--- config.mk ---
export PLATFORM = sky130hd
export DESIGN_NAME = pong_frame_renderer_flat
export DESIGN_NICKNAME = d
export VERILOG_FILES = /design/src/rtl/pong_frame_renderer_if.sv /design/src/rtl/pong_frame_renderer.sv /design/src/flat_wrapper.sv
export SDC_FILE = /design/constraint.sdc
export NUM_CORES = 1
export LEC_CHECK = 0
export ABC_AREA = 1
export BUFFER_PORTS_ARGS = -buffer_cell sky130_fd_sc_hd__buf_2
export CAP_MARGIN = 20
export CORE_MARGIN = 2
export CORE_UTILIZATION = 50
export CTS_BUF_LIST = sky130_fd_sc_hd__clkbuf_8
export DETAILED_ROUTE_END_ITERATION = 16
export GPL_TIMING_DRIVEN = 0
export PLACE_DENSITY = 0.72
export RECOVER_POWER = 25
export SKIP_LAST_GASP = 1
export SYNTH_ARGS = -nofsm -noshare
export SYNTH_HDL_FRONTEND = slang
export SYNTH_SLANG_ARGS = --single-unit
--- constraint.sdc ---
create_clock -name clk -period 2.4 [get_ports clk]
set_input_delay 0.48 -clock clk [delete_from_list [all_inputs] [get_ports clk]]
set_output_delay 0.48 -clock clk [all_outputs]
set_load 0.01 [all_outputs]
--- src/rtl/pong_frame_renderer_if.sv ---
// Pixel/position bus between game-state logic, the renderer and the VGA output stage.
// The renderer takes the slave side; the game/timing source takes the master side.
interface pong_frame_renderer_if #(
  parameter int COLOR_WIDTH = 4
);
  logic                       frame_start;
  logic                       pos_valid;
  logic [9:0]                 left_paddle_y;
  logic [9:0]                 right_paddle_y;
  logic [9:0]                 ball_x;
  logic [9:0]                 ball_y;
  logic                       pix_valid;
  logic [9:0]                 pix_x;
  logic [9:0]                 pix_y;
  logic [3*COLOR_WIDTH-1:0]   rgb;
  logic                       rgb_valid;

  modport master (
    output frame_start, pos_valid, left_paddle_y, right_paddle_y, ball_x, ball_y,
    output pix_valid, pix_x, pix_y,
    input  rgb, rgb_valid
  );

  modport slave (
    input  frame_start, pos_valid, left_paddle_y, right_paddle_y, ball_x, ball_y,
    input  pix_valid, pix_x, pix_y,
    output rgb, rgb_valid
  );
endinterface

--- src/rtl/pong_frame_renderer.sv ---
// Per-frame snapshot of paddle/ball positions and a 2-stage pixel colour pipeline.
// Stage 1 registers hit flags, stage 2 registers the priority-muxed colour.
module pong_frame_renderer #(
  parameter int TOTAL_WIDTH               = 640,
  parameter int TOTAL_HEIGHT              = 480,
  parameter int PADDLE_DISTANCE_FROM_EDGE = 40,
  parameter int PADDLE_HEIGHT             = 100,
  parameter int PADDLE_WIDTH              = 15,
  parameter int BALL_SIDE_SIZE            = 24,
  parameter int COLOR_WIDTH               = 4
) (
  input logic                  clk,
  input logic                  rst_n,
  pong_frame_renderer_if.slave bus
);

  localparam logic [9:0]  PADDLE_Y_MAX = 10'(TOTAL_HEIGHT - PADDLE_HEIGHT);
  localparam logic [9:0]  BALL_X_MAX   = 10'(TOTAL_WIDTH - BALL_SIDE_SIZE);
  localparam logic [9:0]  BALL_Y_MAX   = 10'(TOTAL_HEIGHT - BALL_SIDE_SIZE);
  localparam logic [9:0]  PADDLE_Y_RST = 10'((TOTAL_HEIGHT - PADDLE_HEIGHT) / 2);
  localparam logic [9:0]  BALL_X_RST   = 10'((TOTAL_WIDTH - BALL_SIDE_SIZE) / 2);
  localparam logic [9:0]  BALL_Y_RST   = 10'((TOTAL_HEIGHT - BALL_SIDE_SIZE) / 2);

  localparam logic [10:0] SCR_W    = 11'(TOTAL_WIDTH);
  localparam logic [10:0] SCR_H    = 11'(TOTAL_HEIGHT);
  localparam logic [10:0] LEFT_X0  = 11'(PADDLE_DISTANCE_FROM_EDGE);
  localparam logic [10:0] LEFT_X1  = 11'(PADDLE_DISTANCE_FROM_EDGE + PADDLE_WIDTH - 1);
  localparam logic [10:0] RIGHT_X0 = 11'(TOTAL_WIDTH - PADDLE_DISTANCE_FROM_EDGE - PADDLE_WIDTH);
  localparam logic [10:0] RIGHT_X1 = 11'(TOTAL_WIDTH - PADDLE_DISTANCE_FROM_EDGE - 1);
  localparam logic [10:0] PAD_SPAN = 11'(PADDLE_HEIGHT - 1);
  localparam logic [10:0] BALL_SPAN = 11'(BALL_SIDE_SIZE - 1);
  localparam logic [10:0] LINE_X0  = 11'(TOTAL_WIDTH / 2 - 1);
  localparam logic [10:0] LINE_X1  = 11'(TOTAL_WIDTH / 2);

  localparam logic [COLOR_WIDTH-1:0] C_MAX  = '1;
  localparam logic [COLOR_WIDTH-1:0] C_ZERO = '0;
  localparam logic [COLOR_WIDTH-1:0] C_HALF = {1'b1, {(COLOR_WIDTH-1){1'b0}}};

  function automatic logic [9:0] clamp(input logic [9:0] v, input logic [9:0] lim);
    return (v > lim) ? lim : v;
  endfunction

  logic [9:0] left_y, right_y, ball_x, ball_y;

  always_ff @(posedge clk or negedge rst_n) begin
    if (!rst_n) begin
      left_y  <= PADDLE_Y_RST;
      right_y <= PADDLE_Y_RST;
      ball_x  <= BALL_X_RST;
      ball_y  <= BALL_Y_RST;
    end else if (bus.frame_start && bus.pos_valid) begin
      left_y  <= clamp(bus.left_paddle_y, PADDLE_Y_MAX);
      right_y <= clamp(bus.right_paddle_y, PADDLE_Y_MAX);
      ball_x  <= clamp(bus.ball_x, BALL_X_MAX);
      ball_y  <= clamp(bus.ball_y, BALL_Y_MAX);
    end
  end

  // Hit tests read the registered snapshot, so a pixel arriving with frame_start sees the old one.
  logic [10:0] x11, y11, ly11, ry11, bx11, by11;
  logic        on_screen, ball_hit, paddle_hit, line_hit;

  always_comb begin
    x11  = {1'b0, bus.pix_x};
    y11  = {1'b0, bus.pix_y};
    ly11 = {1'b0, left_y};
    ry11 = {1'b0, right_y};
    bx11 = {1'b0, ball_x};
    by11 = {1'b0, ball_y};
    on_screen  = (x11 < SCR_W) && (y11 < SCR_H);
    ball_hit   = (x11 >= bx11) && (x11 <= bx11 + BALL_SPAN) &&
                 (y11 >= by11) && (y11 <= by11 + BALL_SPAN);
    paddle_hit = ((x11 >= LEFT_X0) && (x11 <= LEFT_X1) &&
                  (y11 >= ly11) && (y11 <= ly11 + PAD_SPAN)) ||
                 ((x11 >= RIGHT_X0) && (x11 <= RIGHT_X1) &&
                  (y11 >= ry11) && (y11 <= ry11 + PAD_SPAN));
    line_hit   = ((x11 == LINE_X0) || (x11 == LINE_X1)) && !bus.pix_y[4];
  end

  logic s1_valid, s1_ball, s1_paddle, s1_line;

  always_ff @(posedge clk or negedge rst_n) begin
    if (!rst_n) begin
      s1_valid  <= 1'b0;
      s1_ball   <= 1'b0;
      s1_paddle <= 1'b0;
      s1_line   <= 1'b0;
    end else begin
      s1_valid  <= bus.pix_valid;
      s1_ball   <= bus.pix_valid && on_screen && ball_hit;
      s1_paddle <= bus.pix_valid && on_screen && paddle_hit;
      s1_line   <= bus.pix_valid && on_screen && line_hit;
    end
  end

  logic [3*COLOR_WIDTH-1:0] colour;

  always_comb begin
    colour = '0;
    if (s1_ball)        colour = {C_MAX, C_ZERO, C_ZERO};
    else if (s1_paddle) colour = {C_MAX, C_MAX, C_MAX};
    else if (s1_line)   colour = {C_HALF, C_HALF, C_HALF};
  end

  always_ff @(posedge clk or negedge rst_n) begin
    if (!rst_n) begin
      bus.rgb       <= '0;
      bus.rgb_valid <= 1'b0;
    end else begin
      bus.rgb       <= colour;
      bus.rgb_valid <= s1_valid;
    end
  end

endmodule

--- src/flat_wrapper.sv ---
// flat-port wrapper written by rule: the top's interface ports become plain ports
module pong_frame_renderer_flat 
#(
  parameter int TOTAL_WIDTH               = 640,
  parameter int TOTAL_HEIGHT              = 480,
  parameter int PADDLE_DISTANCE_FROM_EDGE = 40,
  parameter int PADDLE_HEIGHT             = 100,
  parameter int PADDLE_WIDTH              = 15,
  parameter int BALL_SIDE_SIZE            = 24,
  parameter int COLOR_WIDTH               = 4
)
  (clk, rst_n, bus_frame_start, bus_pos_valid, bus_left_paddle_y, bus_right_paddle_y, bus_ball_x, bus_ball_y, bus_pix_valid, bus_pix_x, bus_pix_y, bus_rgb, bus_rgb_valid);
  pong_frame_renderer_if #(.COLOR_WIDTH(COLOR_WIDTH)) bus_i ();
  input logic clk;
  input logic rst_n;
  input wire logic [$bits(bus_i.frame_start)-1:0] bus_frame_start;
  input wire logic [$bits(bus_i.pos_valid)-1:0] bus_pos_valid;
  input wire logic [$bits(bus_i.left_paddle_y)-1:0] bus_left_paddle_y;
  input wire logic [$bits(bus_i.right_paddle_y)-1:0] bus_right_paddle_y;
  input wire logic [$bits(bus_i.ball_x)-1:0] bus_ball_x;
  input wire logic [$bits(bus_i.ball_y)-1:0] bus_ball_y;
  input wire logic [$bits(bus_i.pix_valid)-1:0] bus_pix_valid;
  input wire logic [$bits(bus_i.pix_x)-1:0] bus_pix_x;
  input wire logic [$bits(bus_i.pix_y)-1:0] bus_pix_y;
  output wire logic [$bits(bus_i.rgb)-1:0] bus_rgb;
  output wire logic [$bits(bus_i.rgb_valid)-1:0] bus_rgb_valid;
  assign bus_i.frame_start = bus_frame_start;
  assign bus_i.pos_valid = bus_pos_valid;
  assign bus_i.left_paddle_y = bus_left_paddle_y;
  assign bus_i.right_paddle_y = bus_right_paddle_y;
  assign bus_i.ball_x = bus_ball_x;
  assign bus_i.ball_y = bus_ball_y;
  assign bus_i.pix_valid = bus_pix_valid;
  assign bus_i.pix_x = bus_pix_x;
  assign bus_i.pix_y = bus_pix_y;
  assign bus_rgb = bus_i.rgb;
  assign bus_rgb_valid = bus_i.rgb_valid;
  pong_frame_renderer #(.TOTAL_WIDTH(TOTAL_WIDTH), .TOTAL_HEIGHT(TOTAL_HEIGHT), .PADDLE_DISTANCE_FROM_EDGE(PADDLE_DISTANCE_FROM_EDGE), .PADDLE_HEIGHT(PADDLE_HEIGHT), .PADDLE_WIDTH(PADDLE_WIDTH), .BALL_SIDE_SIZE(BALL_SIDE_SIZE), .COLOR_WIDTH(COLOR_WIDTH)) u_core (.clk(clk), .rst_n(rst_n), .bus(bus_i));
endmodule
==> results of run 1 <==
[worst max-delay path, stage by stage (launching register included)]
cell,delay (ns)
dfstp_2,0.53
inv_2,0.06
ha_4,0.17
nor2_2,0.10
nand2_1,0.10
nand2_2,0.08
o21ai_0,0.09
xor2_1,0.16
ha_1,0.33
nand2_2,0.11
inv_1,0.05
nand2_1,0.05
nand3_1,0.06
nand2_1,0.06
nand2_1,0.06
nand2_2,0.06
nand3_2,0.08
a21oi_2,0.15
[cells in the final DEF (no fill, tap or decap), drive strengths merged, types with 2 or more instances in the layout]
cell type  instances
clkinv             2
clkbuf            13
nand2            111
or2                2
dfrtp             29
o211ai             3
nand4             10
xor2              26
nand3             37
a21o               5
dfstp             20
nor4               3
ha                84
nor2              70
o2111ai            2
o21ai             31
nor3              19
xnor2              2
and3               2
a31oi              5
a21oi             43
o21a               5
inv               78
buf               99
a22oi              8
[what timing repair did]
| item | in CTS | in global routing |
|---|---|---|
| pin swaps | 11 | 25 |
| hold buffers | 0 | 0 |
| gates resized for setup | 17 | 31 |
| buffers inserted | 6 | 8 |
| endpoints found under the setup margin | 2 | 2 |
| hold endpoints to repair | 0 | 0 |
[flip-flops by register name, indices dropped and copies added, names as in the netlist]
| register | cells |
|---|---|
| u_core.ball_x | 10 |
| u_core.ball_y | 10 |
| u_core.bus.rgb | 4 |
| u_core.bus.rgb_valid | 1 |
| u_core.left_y | 10 |
| u_core.right_y | 10 |
| u_core.s1_ball | 1 |
| u_core.s1_line | 1 |
| u_core.s1_paddle | 1 |
| u_core.s1_valid | 1 |
[cell families after synthesis]
group	after synthesis	share of synthesized area [%]
AO/OA/AOI/OAI	106	13.7
XOR/XNOR	28	5.24
adder cells (fa/ha/maj)	84	22.4
buffers and inverters	94	8.20
flip-flops	49	26.7
AND/OR/NAND/NOR	255	23.7
[where the power goes]
group	internal (mW)	switching [mW]	total, mW
combinational	0.529	0.750	1.28
sequential	0.922	0.0605	0.982
clock	0.313	0.313	0.625
[worst paths after layout]
path                            slack [ns]  cells after the start             start              endpoint
worst max-delay path                  0.04                     17  u_core.left_y[1]      u_core.s1_paddle
worst min-delay path                  0.31                      1             rst_n      u_core.ball_x[6]
worst max register to register        0.04                     17  u_core.left_y[1]      u_core.s1_paddle
worst min register to register        0.36                      0   u_core.s1_valid  u_core.bus.rgb_valid
max in group asynchronous             0.82                      2             rst_n     u_core.right_y[8]
min in group clk                      0.31                      1     bus_pix_valid       u_core.s1_valid
[area by class of cell]
class,instances,area [sq um],share of cell area [%]
Timing Repair Buffer,92,493,8.78
Inverter,79,302,5.37
Buffer,15,87.6,1.56
Multi-Input combinational cell,473,3230,57.5
Tap cell,111,139,2.47
Clock inverter,3,46.3,0.825
Sequential cell,49,1250,22.3
Clock buffer,5,68.8,1.23
[per-layer routing]
metal / share of wire, % / global-route usage, % / vias to the layer above / wire length [um]
met3: 4.7 / 2.84 / 16 / 571
li1: - / - / 2277 / -
met2: 50 / 43.5 / 104 / 6040
met5: 0 / 0 / - / 0
met4: 1.4 / 7.06 / 0 / 172
met1: 44 / 32.3 / 2093 / 5360
[stage by stage]
step / cells / setup TNS (ns)
after global placement: 804 / -0.211
after global routing: 827 / -0.238
after detailed placement: 804 / -0.218
final: 827 / 0
after floorplan: 616 / 0
after CTS: 818 / 0
==> results.cfg, run 1 <==
[status]
status = finished clean

[layout]
layout.nets = 864
drive_above_1_share_pct = 25.1
fillers = 822
design_area_sq_um = 5610
fin_util_pct = 61.3
area_delta_synth_final_pct = 19.8
diodes = 0

[placed_design]
dp_hpwl_um = 9530
dpl_cell_area_sq_um = 5210
place.port_buffers = 77
finalWeightedCongestion = 0.926
pre_cts_ws_ns = -0.125

[floorplan]
die_y_um = 101
start_util_pct = 51.2
die_area_sq_um = 10200
ios = 78
core_area_sq_um = 9150
fp-row-count = 35
die_x_um = 101

[critical_path]
start_kind = flip-flop
crit_arrival_ns = 2.61
crit_fanout = 4
crit_required_ns = 2.65
end_kind = flip-flop
worstSetupPathType = flip-flop to flip-flop

[logic_synthesis]
yosysSeqAreaShare_pct = 26.7
ys_types = 40
syn_nets = 765
yosysMostFrequentCell = nand2_1
ys.flop_type = dfrtp_1
synthTopCellsByCount = nand2_1, ha_1, inv_1
synthTopCellsByArea = ha_1, dfrtp_1, dfstp_2, nand2_1, inv_1
synth_warnings = 0
synth_area_leader_cell = ha_1
postSynth.asyncResetShare_pct = 100
yosysTopAreaCellShare_pct = 22.4
synth.avg_cell_area_sq_um = 7.60
syn_area_sq_um = 4680
synth_cells = 616
synth_seq_cells = 49
synth-edff-count = 0

[sta]
skew_ns = 0.00661
hold_viol_final = 0
fin_crit_sh_pct = 98.4
period_minus_slack_ns = 2.36
slew_headroom_pct = 32.6
rsz0062_at_grt = yes
tightest_slew_ns = 1.01
setup_violations = 0
fmax_mhz = 424
finalMaxSlewViolations = 0
setup_slack_ns = 0.0391
whs_ns = 0.305

[power]
irDropWorstVdd_v = 0.000311
leakage_nw = 2.95
p_per_area_nw_per_um2 = 514
total_power_mw = 2.89

[drt]
drtPass1Iterations = 4
wl_per_cell_um = 14.7
drcViolationCount = 0
dr_total_vias = 4490
drt_iter0_drc = 150
vias_per_cell = 5.43
drt-total-wl_um = 12100
ant_nets = 0

[global_routing]
antenna_found_initial = 0
grt_max_degree = 50
grt_usage_pct = 24.9
grt_overflow = 0
grt_pass1_vias = 4310
grt_pass1_wl_um = 19900

[clock_tree]
cts-root-buf = clkbuf_8
cts_num_sinks = 49
htreeDepth = 2
cts_buffers = 5
cts_tree = done
insertion_delay_ns = 0.31
cts_max_path_buffers = 2
clk_pin_slew_ns = 0.10

[min_path]
hold_path_class = input pin to async pin

[flow_run]
maxCapViolCount = 0
Note: power is estimated with default switching activity, not from simulation.
==> inputs of run 2 (changes only) <==
--- a/config.mk
+++ b/config.mk
@@ -8,12 +8,12 @@
 export ABC_AREA = 1
 export BUFFER_PORTS_ARGS = -buffer_cell sky130_fd_sc_hd__buf_2
 export CAP_MARGIN = 20
-export CORE_MARGIN = 2
+export CORE_MARGIN = 5
 export CORE_UTILIZATION = 50
 export CTS_BUF_LIST = sky130_fd_sc_hd__clkbuf_8
 export DETAILED_ROUTE_END_ITERATION = 16
 export GPL_TIMING_DRIVEN = 0
-export PLACE_DENSITY = 0.72
+export PLACE_DENSITY = 0.69
 export RECOVER_POWER = 25
 export SKIP_LAST_GASP = 1
 export SYNTH_ARGS = -nofsm -noshare
==> constraint.sdc (replaced) <==
create_clock -name clk -period 2.55 [get_ports clk]
set_input_delay 0.51 -clock clk [delete_from_list [all_inputs] [get_ports clk]]
set_output_delay 0.51 -clock clk [all_outputs]
set_load 0.01 [all_outputs]
==> run 2 against run 1 <==
Effect of this change:
- critical path depth is 1 lower
- routed wire length is 3.3% higher
- via count hardly changed
- clock skew is 0.0039 ns lower
- non-clock buffer count is 8 lower
- total power is 4.3% lower
- sequential share of layout area is 0.38 points higher
- first-iteration DRC count is 25% higher
- worst hold slack worse by 0.17 ns
- clock-buffer cell count stayed put
- worst setup slack better by 0.050 ns
- utilization is 1.3 points lower
- critical endpoint is now u_core.s1_ball
- largest power group unchanged
- highest routed layer unchanged
==> results.cfg, run 2 (synthesis results as in run 1) <==
[sta]
fin_crit_sh_pct = 96.5
tightest_slew_ns = 1.01
fmax_mhz = 406
finalMaxSlewViolations = 0
tns_ns = 0
slew_headroom_pct = 32.5
rsz0062_at_grt = yes
setup_violations = 0
hold_viol_final = 0
period_minus_slack_ns = 2.46
skew_ns = 0.00271

[clock_tree]
insertion_delay_ns = 0.30
clk_pin_slew_ns = 0.10
cts_tree = done
htreeDepth = 2
cts_num_sinks = 49
cts_buffers = 5
cts-root-buf = clkbuf_8
cts_max_path_buffers = 2
cts_hold_buf = 0

[critical_path]
crit_fanout = 3
crit_slowest_cell = dfstp_2
cpLargestDelayFamily = simple AND/OR/NAND/NOR gates
start_kind = flip-flop
crit_chain = inv_2, nand3_2, nand2_1, nand2_1, nand2_2, nor2_2, xor2_1, inv_1, ha_1, and3_4, nand4_1, nand2_1, inv_1, a21oi_2, nand3_1, nor2_1
crit_required_ns = 2.79
crit_buf_inv = 3
worstSetupPathType = flip-flop to flip-flop
cpPeakStageDelay_ns = 0.57
crit_arrival_ns = 2.70
cp_common_cell = nand2_1
end_kind = flip-flop

[floorplan]
die_x_um = 107
die_area_sq_um = 11400
ios = 78
fp-row-count = 35
start_util_pct = 50.9
die_y_um = 107
core_area_sq_um = 9200

[drt]
drt_iter0_drc = 187
ant_nets = 0
drt-total-wl_um = 12500
dr_total_vias = 4494
wl_per_cell_um = 15.3
vias_per_cell = 5.49
drcViolationCount = 0
drtPass1Iterations = 4

[power]
leakage_nw = 2.92
p_per_area_nw_per_um2 = 501
irDropWorstVdd_v = 0.000291

[layout]
diodes = 0
final_common_cell = nand2_1
drive_above_1_share_pct = 22.6
area_delta_synth_final_pct = 17.8
fin_util_pct = 60.0
most-common-layout-cells = nand2_1, ha_1, buf_2, inv_1, nor2_1
layout.nets = 856

[global_routing]
grt_pass1_vias = 4400
grt_overflow = 0
grt_pass1_wl_um = 20200
grt_max_degree = 50
antenna_found_initial = 0
grt_usage_pct = 22.0

[placed_design]
finalWeightedCongestion = 0.890
place.port_buffers = 77
dp_hpwl_um = 9980

[flow_run]
maxCapViolCount = 0

[min_path]
hold_path_class = input pin to async pin

[status]
status = finished clean
[run 2: cell types whose count changed in the layout (fill, tap and decap cells not counted), moves of 3 or more]
cell	change
buf_4	-8
inv_1	+3
nand2_4	-3
nand3_1	+3
nor2_1	+3
nor2_2	-4
[run 2: layout make-up]
cell class | instances | area (sq um)
fill | 855 | 3680
buffer | 15 | 87.6
timing repair buffer | 84 | 433
inverter | 79 | 299
sequential | 49 | 1250
tap | 111 | 139
clock inverter | 3 | 68.8
multi-input combinational | 473 | 3170
clock buffer | 5 | 68.8
[run 2: per-stage QoR]
stage               total power, mW  instances  hold WS (ns)  setup WS (ns)  cell area, sq um
finish                         2.76        819         0.133         0.0889              5520
global placement               1.95        804         0.334         0.0429              5210
detailed placement             2.00        804         0.343        -0.0100              5210
floorplan                      1.68        616         0.214          0.291              4680
global route                   2.98        819         0.181        -0.0622              5520
CTS                            2.69        814         0.325        0.00362              5360
[run 2: final timing paths]
| path | from | to | slack (ns) | depth (start not counted) |
|---|---|---|---|---|
| setup / recovery | u_core.ball_x[2] | u_core.s1_ball | 0.09 | 16 |
| hold / removal | rst_n | u_core.ball_y[4] | 0.13 | 1 |
| setup reg to reg | u_core.ball_x[2] | u_core.s1_ball | 0.09 | 16 |
| hold reg to reg | u_core.s1_valid | u_core.bus.rgb_valid | 0.36 | 0 |
| max in group asynchronous | rst_n | u_core.right_y[9] | 1.07 | 2 |
| min in group clk | bus_pix_valid | u_core.s1_valid | 0.34 | 1 |
[run 2: power breakdown]
group / internal (mW) / switching [mW] / leakage [nW] / total (mW)
clock network: 0.395 / 0.286 / 0.0687 / 0.681
logic: 0.470 / 0.689 / 2.28 / 1.16
registers: 0.868 / 0.0553 / 0.572 / 0.923
[run 2: timing repair]
action                     in CTS  in global routing
setup endpoints to repair       2                  2
gates resized for setup         0                 32
buffers inserted                2                  4
pin swaps                       2                 15
[run 2: metal layers]
layer / vias up / GRT usage [%] / wire, um
met5: - / 0 / 0
met4: 0 / 7.31 / 298
met3: 27 / 2.47 / 679
met2: 108 / 38.7 / 6180
met1: 2109 / 28.1 / 5390
li1: 2250 / - / -
==> inputs of run 3 (changes only) <==
--- a/config.mk
+++ b/config.mk
@@ -12,7 +12,6 @@
 export CORE_UTILIZATION = 50
 export CTS_BUF_LIST = sky130_fd_sc_hd__clkbuf_8
 export DETAILED_ROUTE_END_ITERATION = 16
-export GPL_TIMING_DRIVEN = 0
 export PLACE_DENSITY = 0.69
 export RECOVER_POWER = 25
 export SKIP_LAST_GASP = 1
==> constraint.sdc (replaced) <==
create_clock -name clk -period 2.55 [get_ports clk]
set_input_delay 0.51 -clock clk [delete_from_list [all_inputs] [get_ports clk]]
set_output_delay 0.51 -clock clk [all_outputs]
set_load 0.02 [all_outputs]
==> run 3 against run 2 <==
Effect of this change:
- first-iteration DRC count decreased by 17%
- via count decreased by 4.4%
- clock skew up 0.00069 ns
- clock power shrank 12%
- sequential share of layout area up 0.69 points
- routed wire length shrank 5.7%
- worst hold slack improved by 0.21 ns
- global-route usage is 0.94 points lower
- fmax grew 2.3%
- cell count is 1.7% lower
- total power fell by 4.6%
- flip-flop and latch count unchanged
==> results.cfg, run 3 (synthesis results as in run 1) <==
[critical_path]
r2r_end = u_core.s1_paddle
crit_required_ns = 2.79
end_kind = flip-flop
start_kind = flip-flop
worstSetupPathType = flip-flop to flip-flop
crit_arrival_ns = 2.64
reg2reg_slack_ns = 0.14
crit_fanout = 4
rr_worst_depth = 13
r2r_start = u_core.right_y[1]

[status]
status = finished clean

[drt]
drt_iter0_drc = 155
dr_total_vias = 4297
drt-total-wl_um = 11800
drtPass1Iterations = 4
ant_nets = 0
vias_per_cell = 5.34
wl_per_cell_um = 14.7
drcViolationCount = 0

[floorplan]
fp-row-count = 35
die_x_um = 107
ios = 78
die_y_um = 107
die_area_sq_um = 11400
core_area_sq_um = 9200
start_util_pct = 50.9

[global_routing]
grt_usage_pct = 21.1
grt_overflow = 0
grt_pass1_wl_um = 19500
grt_max_degree = 50
grt_pass1_vias = 4155
antenna_found_initial = 0

[sta]
rsz0062_at_grt = yes
finalMaxSlewViolations = 0
period_minus_slack_ns = 2.41
tightest_slew_ns = 1.22
fmax_mhz = 416
slew_headroom_pct = 18.6
hold_viol_final = 0
fin_crit_sh_pct = 94.4
skew_ns = 0.00340
setup_violations = 0

[power]
irDropWorstVdd_v = 0.000284
p_per_area_nw_per_um2 = 492
total_power_mw = 2.64
leakage_nw = 2.85

[clock_tree]
cts_buffers = 5
clk_pin_slew_ns = 0.10
cts-root-buf = clkbuf_8
htreeDepth = 2
cts_num_sinks = 49
cts_max_path_buffers = 2
cts_hold_buf = 0
cts_tree = done
insertion_delay_ns = 0.31

[layout]
layout.nets = 842
area_delta_synth_final_pct = 14.3
final_common_cell = nand2_1
drive_above_1_share_pct = 20.5
design_area_sq_um = 5360
final_cells = 805
diodes = 0
most-common-layout-cells = nand2_1, ha_1, buf_2, inv_1, nor2_1

[min_path]
hold_path_class = input pin to flip-flop
hold_depth = 1
hold_start = bus_pix_valid
holdPathEnd = u_core.s1_valid

[placed_design]
place.port_buffers = 77
dp_hpwl_um = 9480
finalWeightedCongestion = 0.879
dpl_cell_area_sq_um = 5150
dp_cells = 793

[flow_run]
maxCapViolCount = 0
## run 3: critical path, stage by stage (launching register included)
cell and delay [ns]:
dfstp_2 0.53, inv_1 0.07, ha_2 0.21, nor3_4 0.21
nand3_2 0.09, o21ai_0 0.10, xor2_1 0.17, ha_1 0.26
a21o_1 0.18, a21oi_1 0.12, nand2_1 0.07, nand2_1 0.09
nand3_1 0.07, a21oi_1 0.16
## run 3: what timing repair did
action                                 CTS  global route
setup endpoints to repair                0             2
endpoints found under the hold margin    0             0
buffers inserted                         0             4
gates resized for setup                  0            17
## run 3: cell type report
class                           count  area [sq um]
Clock inverter                      2          37.5
Clock buffer                        6          82.6
Inverter                           79           297
Timing Repair Buffer               85           442
Tap cell                          111           139
Fill cell                         879          3840
Multi-Input combinational cell    473          3110
Sequential cell                    49          1250
## run 3: where the power goes
part	leakage, nW	total, mW	switching [mW]	internal [mW]
logic	2.22	1.12	0.666	0.451
registers	0.572	0.921	0.0534	0.867
clock network	0.0574	0.598	0.279	0.319
total	2.85	2.64	0.998	1.64
## run 3: worst max-delay path by stage
stage                                   to  depth (start not counted)               from  slack, ns
after floorplan           u_core.s1_paddle                         17   u_core.left_y[1]       0.29
after global placement      u_core.s1_ball                         15   u_core.ball_x[0]       0.10
after detailed placement    u_core.s1_ball                         15   u_core.ball_x[0]       0.06
after CTS                   u_core.s1_ball                         15   u_core.ball_x[0]       0.04
after global routing      u_core.s1_paddle                         16  u_core.right_y[2]      -0.05
final                     u_core.s1_paddle                         13  u_core.right_y[1]       0.14
## run 3: per-stage QoR
| step | hold slack (ns) | TNS, ns | utilization [%] | setup slack [ns] |
|---|---|---|---|---|
| 2_1_floorplan | 0.214 | 0 | - | 0.291 |
| 3_3_place_gp | 0.335 | 0 | 56.0 | 0.103 |
| 3_5_place_dp | 0.348 | 0 | 56.0 | 0.0569 |
| 4_1_cts | 0.317 | 0 | 57.3 | 0.0361 |
| 5_1_grt | 0.327 | -0.0645 | 58.2 | -0.0467 |
| 6_report | 0.338 | 0 | 58.2 | 0.143 |
## run 3: metal layers
layer | global-route usage, % | wire, um
met3 | 3.01 | 588
met4 | 4.75 | 120
met5 | 0 | 0
met1 | 27.6 | 5300
met2 | 36.8 | 5820
